File: src/rtl/m_unit_pkg.sv
// m_unit_pkg: shared types and constants for the M-extension unit controller.
//   state_e  - controller FSM states
//   func3_e  - RV32M func3 encodings (func3[2] selects the divider)
//   CNT_W    - width of the shared latency/timeout counter
package m_unit_pkg;

  // Wide enough for MUL_LATENCY (<=15) and DIV_TIMEOUT (<=255).
  localparam int CNT_W = 8;

  typedef enum logic [1:0] {
    S_IDLE     = 2'd0,
    S_MUL_WAIT = 2'd1,
    S_DIV_WAIT = 2'd2,
    S_DONE     = 2'd3
  } state_e;

  typedef enum logic [2:0] {
    F3_MUL    = 3'b000,
    F3_MULH   = 3'b001,
    F3_MULHSU = 3'b010,
    F3_MULHU  = 3'b011,
    F3_DIV    = 3'b100,
    F3_DIVU   = 3'b101,
    F3_REM    = 3'b110,
    F3_REMU   = 3'b111
  } func3_e;

  function automatic logic is_div_op(logic [2:0] f3);
    return f3[2];
  endfunction

endpackage

File: src/rtl/m_unit_cycle_counter.sv
// m_unit_cycle_counter: loadable up/down counter with terminal-value flag.
//   clk, rst     - clock, synchronous active-high reset (count -> 0)
//   load_i       - load load_val_i (wins over en_i)
//   load_val_i   - value to load
//   en_i, up_i   - count enable, direction (1 = up, 0 = down)
//   term_val_i   - terminal value compared against the current count
//   cnt_o        - current count
//   term_o       - cnt_o == term_val_i
module m_unit_cycle_counter
  import m_unit_pkg::*;
#(
  parameter int W = CNT_W
) (
  input  logic         clk,
  input  logic         rst,
  input  logic         load_i,
  input  logic [W-1:0] load_val_i,
  input  logic         en_i,
  input  logic         up_i,
  input  logic [W-1:0] term_val_i,
  output logic [W-1:0] cnt_o,
  output logic         term_o
);

  logic [W-1:0] cnt_q, cnt_d;

  always_comb begin
    cnt_d = cnt_q;
    if (load_i)    cnt_d = load_val_i;
    else if (en_i) cnt_d = up_i ? cnt_q + W'(1) : cnt_q - W'(1);
  end

  always_ff @(posedge clk) begin
    if (rst) cnt_q <= '0;
    else     cnt_q <= cnt_d;
  end

  assign cnt_o  = cnt_q;
  assign term_o = (cnt_q == term_val_i);

endmodule

File: src/rtl/m_unit_controller.sv
// m_unit_controller: sequences one RV32M instruction at a time through an
// external fixed-latency multiplier or a handshaked divider.
//   clk, rst                       - clock, synchronous active-high reset
//   id_valid/id_m_type/id_func3/id_rd - decode-stage instruction
//   flush                          - squash the in-flight M instruction
//   mul_start/mul_op               - multiplier launch strobe and op
//   div_start/div_op/div_abort     - divider launch, op, abort
//   div_done                       - divider completion
//   stall                          - hold fetch/decode
//   result_valid/we/rd/is_div      - write-back strobe and attributes
//   busy                           - controller not in IDLE
//   err_timeout                    - sticky divider timeout flag
module m_unit_controller
  import m_unit_pkg::*;
#(
  parameter int unsigned MUL_LATENCY = 3,
  parameter int unsigned DIV_TIMEOUT = 64
) (
  input  logic       clk,
  input  logic       rst,
  input  logic       id_valid,
  input  logic       id_m_type,
  input  logic [2:0] id_func3,
  input  logic [4:0] id_rd,
  input  logic       flush,
  output logic       mul_start,
  output logic [1:0] mul_op,
  output logic       div_start,
  output logic [1:0] div_op,
  output logic       div_abort,
  input  logic       div_done,
  output logic       stall,
  output logic       result_valid,
  output logic       result_we,
  output logic [4:0] result_rd,
  output logic       result_is_div,
  output logic       busy,
  output logic       err_timeout
);

  localparam logic [CNT_W-1:0] MUL_LAT_C  = CNT_W'(MUL_LATENCY);
  // Timeout counts up from 0 in the first DIV_WAIT cycle, so the last
  // permitted cycle sees DIV_TIMEOUT-1.
  localparam logic [CNT_W-1:0] DIV_TERM_C = CNT_W'(DIV_TIMEOUT - 1);

  state_e     state_q, state_d;
  logic [2:0] f3_q, f3_d;
  logic [4:0] rd_q, rd_d;
  logic       err_q, err_d;

  logic             cnt_load, cnt_en, cnt_up, cnt_term;
  logic [CNT_W-1:0] cnt_load_val, cnt_term_val, cnt;

  logic accept;
  // rst gates accept so stall stays low while reset is held.
  assign accept = id_valid && id_m_type && !flush && !rst;

  // Multiplier counts down to 1; divider timeout counts up.
  assign cnt_term_val = (state_q == S_DIV_WAIT) ? DIV_TERM_C : CNT_W'(1);

  m_unit_cycle_counter #(.W(CNT_W)) u_cnt (
    .clk        (clk),
    .rst        (rst),
    .load_i     (cnt_load),
    .load_val_i (cnt_load_val),
    .en_i       (cnt_en),
    .up_i       (cnt_up),
    .term_val_i (cnt_term_val),
    .cnt_o      (cnt),
    .term_o     (cnt_term)
  );

  always_comb begin
    state_d       = state_q;
    f3_d          = f3_q;
    rd_d          = rd_q;
    err_d         = err_q;
    cnt_load      = 1'b0;
    cnt_load_val  = '0;
    cnt_en        = 1'b0;
    cnt_up        = 1'b0;
    mul_start     = 1'b0;
    mul_op        = 2'b00;
    div_start     = 1'b0;
    div_op        = 2'b00;
    div_abort     = 1'b0;
    stall         = 1'b0;
    result_valid  = 1'b0;
    result_we     = 1'b0;
    result_rd     = 5'd0;
    result_is_div = 1'b0;
    busy          = 1'b0;

    unique case (state_q)
      S_IDLE: begin
        if (accept) begin
          stall    = 1'b1;
          f3_d     = id_func3;
          rd_d     = id_rd;
          cnt_load = 1'b1;
          if (is_div_op(id_func3)) begin
            state_d      = S_DIV_WAIT;
            cnt_load_val = '0;
          end else begin
            state_d      = S_MUL_WAIT;
            cnt_load_val = MUL_LAT_C;
          end
        end
      end

      S_MUL_WAIT: begin
        stall     = 1'b1;
        busy      = 1'b1;
        mul_op    = f3_q[1:0];
        // Counter still holds its load value only in the first cycle.
        mul_start = (cnt == MUL_LAT_C);
        if (flush)         state_d = S_IDLE;
        else if (cnt_term) state_d = S_DONE;
        else               cnt_en  = 1'b1;
      end

      S_DIV_WAIT: begin
        stall     = 1'b1;
        busy      = 1'b1;
        div_op    = f3_q[1:0];
        div_start = (cnt == '0);
        // Priority: flush, then div_done, then timeout.
        if (flush) begin
          state_d   = S_IDLE;
          div_abort = !rst;
        end else if (div_done) begin
          state_d   = S_DONE;
        end else if (cnt_term) begin
          state_d   = S_IDLE;
          div_abort = !rst;
          err_d     = 1'b1;
        end else begin
          cnt_en    = 1'b1;
          cnt_up    = 1'b1;
        end
      end

      S_DONE: begin
        busy          = 1'b1;
        result_valid  = !flush && !rst;
        result_we     = result_valid && (rd_q != 5'd0);
        result_rd     = rd_q;
        result_is_div = f3_q[2];
        state_d       = S_IDLE;
      end

      default: state_d = S_IDLE;
    endcase
  end

  always_ff @(posedge clk) begin
    if (rst) begin
      state_q <= S_IDLE;
      f3_q    <= 3'd0;
      rd_q    <= 5'd0;
      err_q   <= 1'b0;
    end else begin
      state_q <= state_d;
      f3_q    <= f3_d;
      rd_q    <= rd_d;
      err_q   <= err_d;
    end
  end

  assign err_timeout = err_q;

endmodule
File: config.mk
export PLATFORM = sky130hd
export DESIGN_NAME = m_unit_controller
export DESIGN_NICKNAME = d
export VERILOG_FILES = /design/src/rtl/m_unit_pkg.sv /design/src/rtl/m_unit_cycle_counter.sv /design/src/rtl/m_unit_controller.sv
export SDC_FILE = /design/constraint.sdc
export NUM_CORES = 1
export LEC_CHECK = 0
export ABC_AREA = 1
export CORE_MARGIN = 5
export CORE_UTILIZATION = 30
export DETAILED_ROUTE_END_ITERATION = 12
export DONT_BUFFER_PORTS = 1
export GPL_TIMING_DRIVEN = 0
export REMOVE_ABC_BUFFERS = 1
export SLEW_MARGIN = 5
export SYNTH_ARGS = -nofsm -noshare
export SYNTH_HDL_FRONTEND = slang
export SYNTH_HIERARCHICAL = 1
export SYNTH_SLANG_ARGS = --single-unit
File: constraint.sdc
create_clock -name clk -period 2.9 [get_ports clk]
set_input_delay 0.29 -clock clk [delete_from_list [all_inputs] [get_ports clk]]
set_output_delay 0.29 -clock clk [all_outputs]
set_load 0.05 [all_outputs]
# == Word-level counts from Yosys, hierarchy flattened ==
# Index checks and enable logic that the tools add are counted.
# word_totals
inputBits,14
out_inout_bits,18
ff_bits,19
word_cells,70
# op_classes
n_bitwise,2
n_eq_ne,8
n_addsub,2
muxes,37
n_reduce_logical,16
# ops
op,n
2-bit 2-to-1 mux,12
8-bit 2-to-1 mux,3
1-bit 2-to-1 mux,17
8-bit by 1-bit adder with 8-bit output (second input constant),1
8-bit by 2-bit == test with 1-bit output (second input constant),1
8-bit by 6-bit == test with 1-bit output,1
8-bit logical NOT,1
2-bit one-hot mux with 4 select lines,1
8-bit by 1-bit subtractor with 8-bit output (second input constant),1
6-bit 2-to-1 mux,1
1-bit logical AND,5
5-bit 2-to-1 mux,1
5-bit nonzero test,1
2-bit == test (second input constant),2
4-bit inequality test (second input constant),1
1-bit one-hot mux with 2 select lines,2
4-bit AND reduction,1
3-bit inequality test (second input constant),1
3-bit AND reduction,1
3-bit OR reduction,1
2-bit by 1-bit == test with 1-bit output (second input constant),1
1-bit logical NOT,2
2-bit logical NOT,1
2-bit inequality test (second input constant),1
other kinds (4),5

# == Logic depth before layout (Yosys ltp) ==
# Gate-level depths: netlist (run 1).
# logic_depth
depth_word,10
ltp_mapped,16
mapped_depth_nobuf,16

# == Cells and area by module ==
# The synthesis (run 1) kept the hierarchy.
# modules_own_cells
mod,seq_area_each_um2,cells_each,area_each_um2,n_inst
m_unit_cycle_counter,160.2,115,773.2,1
m_unit_controller,220.2,115,768.2,1

# == Least setup slack after synthesis (run 1) ==
# OpenSTA, ideal clock, no wires.
# synth_timing
path_type,register -> output
from,register state_q[0]
to,output port div_abort
slack_ns,-0.030
path_stages_with_launch,8
required_ns,2.610
n_path_buf,0
arrival_ns,2.640
cell_sequence,dfxtp_1 -> inv_1 -> ha_1 -> xnor2_1 -> nand4_1 -> nor4_1 -> nor2_1 -> a211oi_1
# synth_between
elab_chain_cells,7
# synth_lines
item,line_no,source
start: declaration,m_unit_controller.sv:46,"state_e state_q, state_d;"
start signal: assignment,m_unit_controller.sv:163,state_q <= state_d;
2-bit == test,m_unit_controller.sv:59,assign cnt_term_val = (state_q == S_DIV_WAIT) ? DIV_TERM_C : CNT_W'(1);
6-bit 2-to-1 mux,m_unit_controller.sv:59,
named net cnt_term_val[1],m_unit_controller.sv:52,"logic [CNT_W-1:0] cnt_load_val, cnt_term_val, cnt;"
8-bit by 6-bit == test with 1-bit output,m_unit_cycle_counter.sv:39,assign term_o = (cnt_q == term_val_i);
named net cnt_term,m_unit_controller.sv:51,"logic cnt_load, cnt_en, cnt_up, cnt_term;"
1-bit 2-to-1 mux,m_unit_controller.sv:133,end else if (cnt_term) begin
1-bit 2-to-1 mux,m_unit_controller.sv:131,end else if (div_done) begin
1-bit 2-to-1 mux,m_unit_controller.sv:128,if (flush) begin
1-bit 2-to-1 mux,m_unit_controller.sv:94,unique case (state_q)
end: declaration,m_unit_controller.sv:30,"output logic div_abort,"
# The timed path passes the listed nets, and every way through them passes these cells.

# == Worst setup path in the final report (run 1) ==
# layout_timing
from,register state_q[0]
to,"register u_cnt.cnt_q[5], in the netlist u_cnt/cnt_o[5]"
# layout_between
elab_chain_cells,10
word_cells_on_any_way,16
cone_classes,eq/ne: 3; mux: 11; reduce/logical: 2
# layout_lines
item,line_no,source
2-bit == test,m_unit_controller.sv:59,
6-bit 2-to-1 mux,m_unit_controller.sv:59,
named net cnt_term_val[1],m_unit_controller.sv:52,
8-bit by 6-bit == test with 1-bit output,m_unit_cycle_counter.sv:39,
named net cnt_term,m_unit_controller.sv:51,
1-bit 2-to-1 mux,m_unit_controller.sv:133,
1-bit 2-to-1 mux,m_unit_controller.sv:131,
1-bit 2-to-1 mux,m_unit_controller.sv:128,
1-bit 2-to-1 mux,m_unit_controller.sv:94,
named net cnt_up,m_unit_controller.sv:51,
8-bit 2-to-1 mux (2 in a row),m_unit_cycle_counter.sv:30,else if (en_i) cnt_d = up_i ? cnt_q + W'(1) : cnt_q - W'(1);
8-bit 2-to-1 mux,m_unit_cycle_counter.sv:29,if (load_i) cnt_d = load_val_i;
end signal: assignment,m_unit_cycle_counter.sv:35,else cnt_q <= cnt_d;
end: declaration,m_unit_cycle_counter.sv:25,"logic [W-1:0] cnt_q, cnt_d;"
# The timed path passes the listed nets, and every way through them passes these cells. The select of a mux whose other input is x is not followed.
# A chain may end at the register's enable or synchronous reset.

==> results of run 1 <==
## synthesized netlist by cell type (2+ instances only)
library cell / n / area, um^2
nor2_1: 19 / 71.3
dfxtp_1: 19 / 380
a22oi_1: 3 / 22.5
xnor2_1: 4 / 35.0
nor4_1: 2 / 12.5
ha_1: 11 / 138
a31oi_1: 3 / 18.8
conb_1: 2 / 7.51
nand3_1: 14 / 70.1
inv_2: 3 / 11.3
o21ai_0: 4 / 20.0
nand2_1: 63 / 236
nand2_2: 5 / 31.3
nor2_4: 3 / 33.8
xor2_1: 2 / 17.5
inv_1: 35 / 131
a21oi_1: 12 / 60.1
nand3b_1: 2 / 15.0
nand4_1: 2 / 12.5
## cell type report
type / count / area (um^2)
Inverter: 38 / 149
Clock buffer: 4 / 45.0
Fill cell: 540 / 3090
Multi-Input combinational cell: 177 / 1190
Timing Repair Buffer: 11 / 97.6
Sequential cell: 19 / 385
Tap cell: 70 / 87.6
## final timing paths
| path | from | to | slack [ps] |
|---|---|---|---|
| hold / removal | rst | u_cnt/cnt_o[5] | 90 |
| hold reg to reg | rd_q[2] | rd_q[2] | 480 |
| setup reg to reg | state_q[0] | u_cnt/cnt_o[5] | 70 |
| setup / recovery | state_q[0] | u_cnt/cnt_o[5] | 70 |
## cells by family (layout without fill, tap and decap cells)
group,after synthesis,in the layout,synth area share [%]
AOI/OAI and AO/OA,33,33,14.0
xor gates and xnor gates,7,7,4.46
adders and majority gates,12,12,10.2
buffers and inverters,42,53,11.7
DFF,19,19,24.7
other,2,10,0.487
and+or+nand+nor,115,115,34.5
## worst max-delay path, stage by stage (launching register included)
cell,delay (ps)
dfxtp_4,370
inv_4,40
ha_4,170
buf_4,150
nor2_1,200
o22ai_4,120
nor4_4,310
nor4_2,90
buf_4,160
clkinvlp_4,170
buf_6,130
ha_4,200
or2_4,250
nand3b_1,120
nand2_1,60
nand2_1,60
nand3_2,60
a21oi_2,110
## through the flow
step	hold slack [ps]	setup TNS (ps)	util [%]	total power, uW
after global routing	78.6	-89.6	38.8	1470
after global placement	364	-1780	32.2	963
after floorplan	359	-30.4	-	870
final	89.3	0	38.8	1360
after CTS	85.1	0	33.7	1180
after detailed placement	366	-1620	32.4	974
## routing by layer
metal  up-vias  wire length [um]  GRT usage [%]
li1        757                 -              -
met1       687              1800           15.3
met2        31              2040           18.7
met3         7               147           1.64
met4         0                72           3.65
met5         -                 0              0
## registers in the layout (all words and copies together), names as in the netlist
| register | flops |
|---|---|
| u_cnt/cnt_o | 8 |
| state_q | 2 |
| rd_q | 5 |
| f3_q | 3 |
| err_timeout | 1 |
## timing repair
action                     in CTS  in global routing
setup endpoints to repair       8                  7
pin swaps                       0                  6
setup buffers                   0                 11
gates resized for setup         4                 33
## power breakdown
part | total [uW] | switching [uW] | leakage, uW | internal [uW]
sequential | 353 | 54.3 | 0.000155 | 299
clock | 189 | 91.2 | 0.0000228 | 97.8
combinational | 820 | 501 | 0.000743 | 319
==> out/metrics.cfg, run 1 <==
[run_status]
run_status=completed

[power]
pwr_cell_area_nw_per_um2=697
max-vdd-ir-drop_mv=0.294
p_leak_uw=0.000921

[clocking]
h-tree-depth=1
ctsLongestPathBuffers=2
cts.reportedPaths.clkPinSlew_ps=70
ctsHoldBuffers=0
tritoncts.num_buffers=3
insertion_delay_ps=260
clock_tree_from_tritoncts=done
root_buffer=clkbuf_8
cts_num_sinks=19

[grt]
grt_first_pass_wirelength_um=5950
grt_util_all_layers_pct=11.4
first_global_vias=1228
grt-ovfl-total=0
grt_start_max_net_pins=16
antenna_found_initial=0

[place]
hpwl_um=2850
gpl.final_weighted_congestion=0.778
post-place-cells=304
numPortBuffers=0
dpl_cell_area_um2=1630
pre_cts_ws_ps=-332

[yosys]
top_flip_flop_cell_by_instance_count_after_synthesis=dfxtp_1
yosys_warnings=6
netlist_area_um2=1540
yosys.cell_types.count=41
synthesis.instances=230
ys_async_sr_fraction_pct=0
synth_seq_area_share_pct=24.7
yosys_register_bits=19
post_synth.cell_area_avg_um2=6.70
number_of_flops_mapped_to_enable_cells_by_yosys=0

[floorplan]
die_width_um=81.7
ioPinCount=32
initial_utilization_pct=30.6
die_area_um2=6670
rows=26
core_area_um2=5040
height_of_the_die_um=81.7

[sta]
report.final.hold_viol_count=0
period_minus_slack_ps=2830
clock_skew_ps=2.78
grt_setup_unrepaired=yes
fin_ws_ps=72.5
timing_worst_slew_pin_value_ps=1070
slew_headroom_pct=29.0
setup_viol=0
final.period_utilization_pct=97.5
clock.fmax_ghz=0.354
timing.final.max_slew_violations=0

[detailed_routing]
drt-wirelength-per-cell_um=12.7
viasPerCell=4.65
detailroute.via_count=1482
dr.first_iter.drc_count=81
post-route-drc-count=0
first_pass_iters=4
antenna_violating_nets_post_route=0
route.final.wire_length_um=4070

[critical_path]
criticalPathCategory=reg2reg
worstSetupEndpointType=register
timing.critical_path.required_ps=3100
worst-path-max-fanout=5
timing.critical_path.from_type=register
r2r_cells=17
crit_arrival_ps=3030

[finish]
instances_no_fill=319
antenna_cells_inserted=0
syn2layout_area_growth_pct=26.9
layout-drive-gt1-share_pct=23.7
commonest_non_fill_non_tap_cell_in_the_layout=nand2_1
most-common-layout-cells=nand2_1 (61), inv_1 (32), nor2_1 (19), dfxtp_1 (17), nand3_1 (11)
final_cell_area_um2=1960
nets=276

[run]
maxCapViolations=0

[min_path]
holdCritPathClass=in2reg
hold_path_depth=1

No activity file was read; power rests on OpenSTA's default activity.
==> inputs of run 2 (changes only) <==
--- a/config.mk
+++ b/config.mk
@@ -6,12 +6,15 @@
 export NUM_CORES = 1
 export LEC_CHECK = 0
 export ABC_AREA = 1
+export CELL_PAD_IN_SITES_DETAIL_PLACEMENT = 1
+export CELL_PAD_IN_SITES_GLOBAL_PLACEMENT = 1
 export CORE_MARGIN = 5
 export CORE_UTILIZATION = 30
 export DETAILED_ROUTE_END_ITERATION = 12
 export DONT_BUFFER_PORTS = 1
+export GPL_ROUTABILITY_DRIVEN = 0
 export GPL_TIMING_DRIVEN = 0
-export REMOVE_ABC_BUFFERS = 1
+export PLACE_DENSITY_LB_ADDON = 0.1
 export SLEW_MARGIN = 5
 export SYNTH_ARGS = -nofsm -noshare
 export SYNTH_HDL_FRONTEND = slang
==> out/metrics.cfg, run 2 (synthesis gave the netlist of run 1 again) <==
[min_path]
holdCritPathClass=in2reg

[power]
switch_pwr_uw=599  ; -7.3%
p_comb_share_pct=57.1  ; -3.1 points
internal-power_uw=620  ; -13%
max-vdd-ir-drop_mv=0.315  ; +7.4%
p_leak_uw=0.000894  ; -2.9%
switching_share_pct=49.1  ; +1.7 points
pwr_cell_area_nw_per_um2=681  ; -2.2%
pwr-share-seq_pct=27.6  ; +1.7 points
clock_power_share_pct=15.2  ; +1.3 points

[place]
pre_cts_ws_ps=-541  ; -209 ps
dpl_cell_area_um2=1670  ; +2.3%
numPortBuffers=0  ; unchanged
hpwl_um=3280  ; +15%

[finish]
final_cell_area_um2=1790  ; -8.5%
most-common-layout-cells=nand2_1 (63), inv_1 (34), nor2_1 (19), dfxtp_1 (19), nand3_1 (14)
multi_input_area_um2=1080  ; -9.3%
fillCellCount=658  ; +22%
commonest_non_fill_non_tap_cell_in_the_layout=nand2_1
max_ffs_per_register=8  ; unchanged
antenna_cells_inserted=0  ; unchanged
final_core_utilization_pct=35.5  ; -3.3 points
seqCellArea_um2=380  ; -1.3%
syn2layout_area_growth_pct=16.1
nets=271  ; -1.8%
layout-drive-gt1-share_pct=14.8  ; -8.9 points

[sta]
clock_skew_ps=2.50  ; -0.284 ps
slew_headroom_pct=31.4  ; +2.4 points
clock.fmax_ghz=0.375  ; +6.2%
setup_viol=0  ; unchanged
fin_ws_ps=237  ; +164 ps
report.final.hold_viol_count=0  ; unchanged
grt_setup_unrepaired=no
timing.hold.ws_ps=94.0  ; +4.66 ps
timing_worst_slew_pin_value_ps=1030  ; -36.6 ps
period_minus_slack_ps=2660  ; -164 ps
final.period_utilization_pct=91.8  ; -5.7 points
timing.final.max_slew_violations=0  ; unchanged

[floorplan]
ioPinCount=32  ; unchanged
core_area_um2=5040  ; unchanged
rows=26  ; unchanged
die_area_um2=6670  ; unchanged
die_width_um=81.7  ; unchanged
initial_utilization_pct=30.6  ; unchanged
height_of_the_die_um=81.7  ; unchanged

[critical_path]
timing.critical_path.from_type=register
timing.critical_path.buf_inv=2  ; -3
timing.critical_path.required_ps=3090  ; about the same
critical-path-top-delay-family=simple AND/OR/NAND/NOR gates
criticalPathCategory=reg2reg
crit_arrival_ps=2850  ; -180 ps
slowest_stage=dfxtp_1
worst-path-max-fanout=11  ; +6
slowest_delay_ps=330  ; -40 ps
chain_of_cells_forming_the_critical_path=inv_1, ha_4, xnor2_1, nand4_1, nor4_4, nor4_4, inv_2, ha_1, or2_4, nand3_1, nand2_1, nand2_1, nand3_1, a21oi_1
worstSetupEndpointType=register

[grt]
grt-ovfl-total=0  ; unchanged
grt_start_max_net_pins=12  ; -4
grt_first_pass_wirelength_um=6750  ; +13%
grt_util_all_layers_pct=13.1  ; +1.7 points
antenna_found_initial=0  ; unchanged
first_global_vias=1379  ; +12%

[clocking]
cts.reportedPaths.clkPinSlew_ps=70  ; about the same
insertion_delay_ps=250  ; about the same
ctsLongestPathBuffers=2  ; unchanged
ctsHoldBuffers=0  ; unchanged
root_buffer=clkbuf_8
h-tree-depth=1  ; unchanged
cts_num_sinks=19  ; unchanged
clock_tree_from_tritoncts=done
tritoncts.num_buffers=3  ; unchanged

[detailed_routing]
dr.first_iter.drc_count=52  ; -36%
detailroute.via_count=1425  ; -3.8%
first_pass_iters=4  ; unchanged
post-route-drc-count=0  ; unchanged
antenna_violating_nets_post_route=0  ; unchanged
viasPerCell=4.54  ; -2.3%
route.final.wire_length_um=4050  ; -0.30%
drt-wirelength-per-cell_um=12.9  ; +1.3%

[run_status]
run_status=completed

[run]
maxCapViolations=0  ; unchanged

==> run 2: changes by cell type in the layout (fill, tap and decap cells not counted), moves of 3 or more <==
cell | previous run | this run
ha_1 | 5 | 10
ha_4 | 6 | 1
buf_4 | 7 | 3
buf_6 | 4 | 0
nand3_1 | 11 | 14
nand3_2 | 3 | 0
==> run 2: final timing paths <==
check | cells past startpoint | slack (ps) | to | from
hold reg to reg | 2 | 480 | rd_q[2] | rd_q[2]
setup / recovery | 14 | 240 | u_cnt/cnt_o[7] | state_q[0]
hold / removal | 1 | 90 | rd_q[0] | rst
setup reg to reg | 14 | 240 | u_cnt/cnt_o[7] | state_q[0]
==> run 2: layer usage <==
layer / vias to the layer above / global-route usage (%) / routed length, um
li1: 751 / - / -
met1: 652 / 18.4 / 2040
met2: 20 / 20.4 / 1830
met3: 2 / 3.62 / 162
met4: 0 / 1.50 / 17
met5: - / 0 / 0
==> run 2: power groups by stage <==
stage	logic [uW]	clock network (uW)	registers, uW
global placement	647	0	341
global route	795	208	343
detailed placement	657	0	341
CTS	681	197	337
finish	696	186	337
floorplan	547	0	330
==> run 2: repair_timing <==
item / CTS / global route
gates resized for setup: 5 / 5
setup buffers: 1 / 1
pin swaps: 1 / 1
setup endpoints to repair: 8 / 6
==> run 2: layout make-up <==
class | instances | share of cell area [%]
inverter | 38 | 7.97
sequential | 19 | 21.3
clock buffer | 3 | 2.31
multi-input combinational | 177 | 60.3
tap | 70 | 4.90
timing repair buffer | 2 | 0.839
buffer | 4 | 2.10
clock inverter | 1 | 0.280
==> run 2: stage by stage <==
step	setup TNS, ps	instances	total power (uW)
2_1_floorplan	0	238	878
6_report	0	314	1220
5_1_grt	0	314	1350
3_3_place_gp	-2840	308	987
3_5_place_dp	-2940	308	998
4_1_cts	0	313	1220
==> run 2: worst register-to-register path: cells and delay by family, from the launching register on <==
family	cells	cell delay (ps)
compound gates	1	130
xor+xnor	1	140
fa+ha+maj	2	550
buf+inv	2	310
flops	1	330
simple gates	8	1150
==> inputs of run 3 (changes only) <==
--- a/config.mk
+++ b/config.mk
@@ -13,7 +13,6 @@
 export DETAILED_ROUTE_END_ITERATION = 12
 export DONT_BUFFER_PORTS = 1
 export GPL_ROUTABILITY_DRIVEN = 0
-export GPL_TIMING_DRIVEN = 0
 export PLACE_DENSITY_LB_ADDON = 0.1
 export SLEW_MARGIN = 5
 export SYNTH_ARGS = -nofsm -noshare
==> constraint.sdc (replaced) <==
create_clock -name clk -period 3 [get_ports clk]
set_input_delay 0.3 -clock clk [delete_from_list [all_inputs] [get_ports clk]]
set_output_delay 0.3 -clock clk [all_outputs]
set_load 0.05 [all_outputs]
==> out/metrics.cfg, run 3 (synthesis gave the netlist of run 1 again) <==
[detailed_routing]
route.final.wire_length_um=4220  ; +4.2%
antenna_violating_nets_post_route=0  ; unchanged
first_pass_iters=4  ; unchanged
dr.first_iter.drc_count=36  ; -31%
post-route-drc-count=0  ; unchanged
detailroute.via_count=1450  ; +1.8%
viasPerCell=4.53  ; -0.15%
drt-wirelength-per-cell_um=13.2  ; +2.2%

[sta]
slew_headroom_pct=39.7  ; +8.3 points
clock.fmax_ghz=0.371  ; -1.1%
report.final.hold_viol_count=0  ; unchanged
grt_setup_unrepaired=no
clock_skew_ps=2.33  ; -0.164 ps
setup_viol=0  ; unchanged
timing.final.max_slew_violations=0  ; unchanged
final.period_utilization_pct=89.8  ; -2.0 points
timing_worst_slew_pin_value_ps=901  ; -131 ps
fin_ws_ps=306  ; +69.4 ps
period_minus_slack_ps=2690  ; +30.6 ps

[power]
p_total_uw=1200  ; -1.1%
p_comb_share_pct=58.0  ; +0.9 points
p_leak_uw=0.000915  ; +2.4%
switching_share_pct=47.8  ; -1.3 points
pwr-share-seq_pct=26.6  ; -1.0 points
internal-power_uw=629  ; +1.4%
clock_power_share_pct=15.4  ; +0.2 points
switch_pwr_uw=576  ; -3.8%
pwr_cell_area_nw_per_um2=676  ; -0.79%
max-vdd-ir-drop_mv=0.313  ; -0.88%

[clocking]
root_buffer=clkbuf_8
tritoncts.num_buffers=3  ; unchanged
ctsLongestPathBuffers=2  ; unchanged
ctsHoldBuffers=0  ; unchanged
cts_num_sinks=19  ; unchanged
h-tree-depth=1  ; unchanged
cts.reportedPaths.clkPinSlew_ps=80  ; about the same
clock_tree_from_tritoncts=done
insertion_delay_ps=260  ; about the same

[critical_path]
crit_arrival_ps=2890  ; +40 ps
worstSetupEndpointType=register
timing.critical_path.required_ps=3200  ; +110 ps
worst-path-max-fanout=8  ; -3
criticalPathCategory=reg2reg
r2r_cells=16  ; +2
timing.critical_path.from_type=register

[finish]
commonest_non_fill_non_tap_cell_in_the_layout=nand2_1
most-common-layout-cells=nand2_1 (63), inv_1 (34), nor2_1 (19), dfxtp_1 (19), nand3_1 (14)
layout-drive-gt1-share_pct=16.0  ; +1.2 points
max_ffs_per_register=8  ; unchanged
antenna_cells_inserted=0  ; unchanged
instances_no_fill=320  ; +1.9%
syn2layout_area_growth_pct=15.7
nets=277  ; +2.2%
final_core_utilization_pct=35.4  ; -0.12 points

[floorplan]
initial_utilization_pct=30.6  ; unchanged
core_area_um2=5040  ; unchanged
die_width_um=81.7  ; unchanged
ioPinCount=32  ; unchanged
die_area_um2=6670  ; unchanged
height_of_the_die_um=81.7  ; unchanged
rows=26  ; unchanged

[grt]
grt-ovfl-total=0  ; unchanged
grt_first_pass_wirelength_um=7160  ; +6.0%
antenna_found_initial=0  ; unchanged
grt_start_max_net_pins=16  ; +4
grt_util_all_layers_pct=13.9  ; +0.84 points
first_global_vias=1455  ; +5.5%

[place]
post-place-cells=315  ; +2.3%
pre_cts_ws_ps=-112  ; +429 ps
hpwl_um=3390  ; +3.4%
numPortBuffers=0  ; unchanged

[run_status]
run_status=completed

[min_path]
holdCritPathClass=in2reg
hold_path_depth=1  ; unchanged

[run]
maxCapViolations=0  ; unchanged

## run 3: cell types whose count changed in the layout (fill, tap and decap cells not counted), sizes merged
cell	before	now
buf	5	12
clkbuf	4	3
## run 3: path summary, 6_finish.rpt
check,slack [ps],to,from
worst max-delay path,310,u_cnt/cnt_o[6],state_q[0]
worst min-delay path,100,rd_q[1],rst
worst max register to register,310,u_cnt/cnt_o[6],state_q[0]
worst min register to register,480,rd_q[3],rd_q[3]
## run 3: layout make-up
cell class	instances	area (um^2)
multi-input cells	177	1040
repair buffers	12	90.1
flip-flops and latches	19	380
clock buffers	3	41.3
inverters	38	143
fillers	679	3260
clock inverters	1	5.00
well taps	70	87.6
## run 3: worst max-delay path, cell delays in order (launching register included)
cell and delay (ps):
dfxtp_1 360, inv_1 70, ha_2 250, nand2_1 90
inv_1 40, o22ai_1 150, nor4_2 80, nor4_2 350
inv_2 160, fa_1 480, nand2_1 80, nand2_1 90
nand3b_1 120, nand2_1 60, nand2_1 60, nand3_1 80
a21oi_1 130
## run 3: what timing repair did
| action | CTS | global route |
|---|---|---|
| cloned | 0 | 0 |
| setup buffers | 0 | 1 |
| endpoints found under the setup margin | 4 | 5 |
| pin swaps | 0 | 1 |
| resized for setup | 1 | 3 |
## run 3: routing by layer
metal  up-vias  GRT usage [%]  share of wire (%)
li1        761              -                  -
met5         -              0                  0
met4         0           2.49               0.40
met2        23           21.6                 44
met3         2           3.18                3.4
met1       664           19.8                 52
## run 3: metrics by stage
step | area (um^2) | hold WS (ps) | TNS [ps]
4_1_cts | 1770 | 87.1 | 0
3_5_place_dp | 1710 | 374 | -215
6_report | 1780 | 96.1 | 0
5_1_grt | 1780 | 77.2 | 0
3_3_place_gp | 1710 | 373 | 0
2_1_floorplan | 1570 | 369 | 0
## run 3: power by group through the flow
stage | logic [uW] | clock network, uW | registers, uW
2_1_floorplan | 528 | 0 | 319
3_3_place_gp | 690 | 0 | 328
3_5_place_dp | 692 | 0 | 327
4_1_cts | 697 | 197 | 321
5_1_grt | 797 | 209 | 326
6_report | 699 | 186 | 320
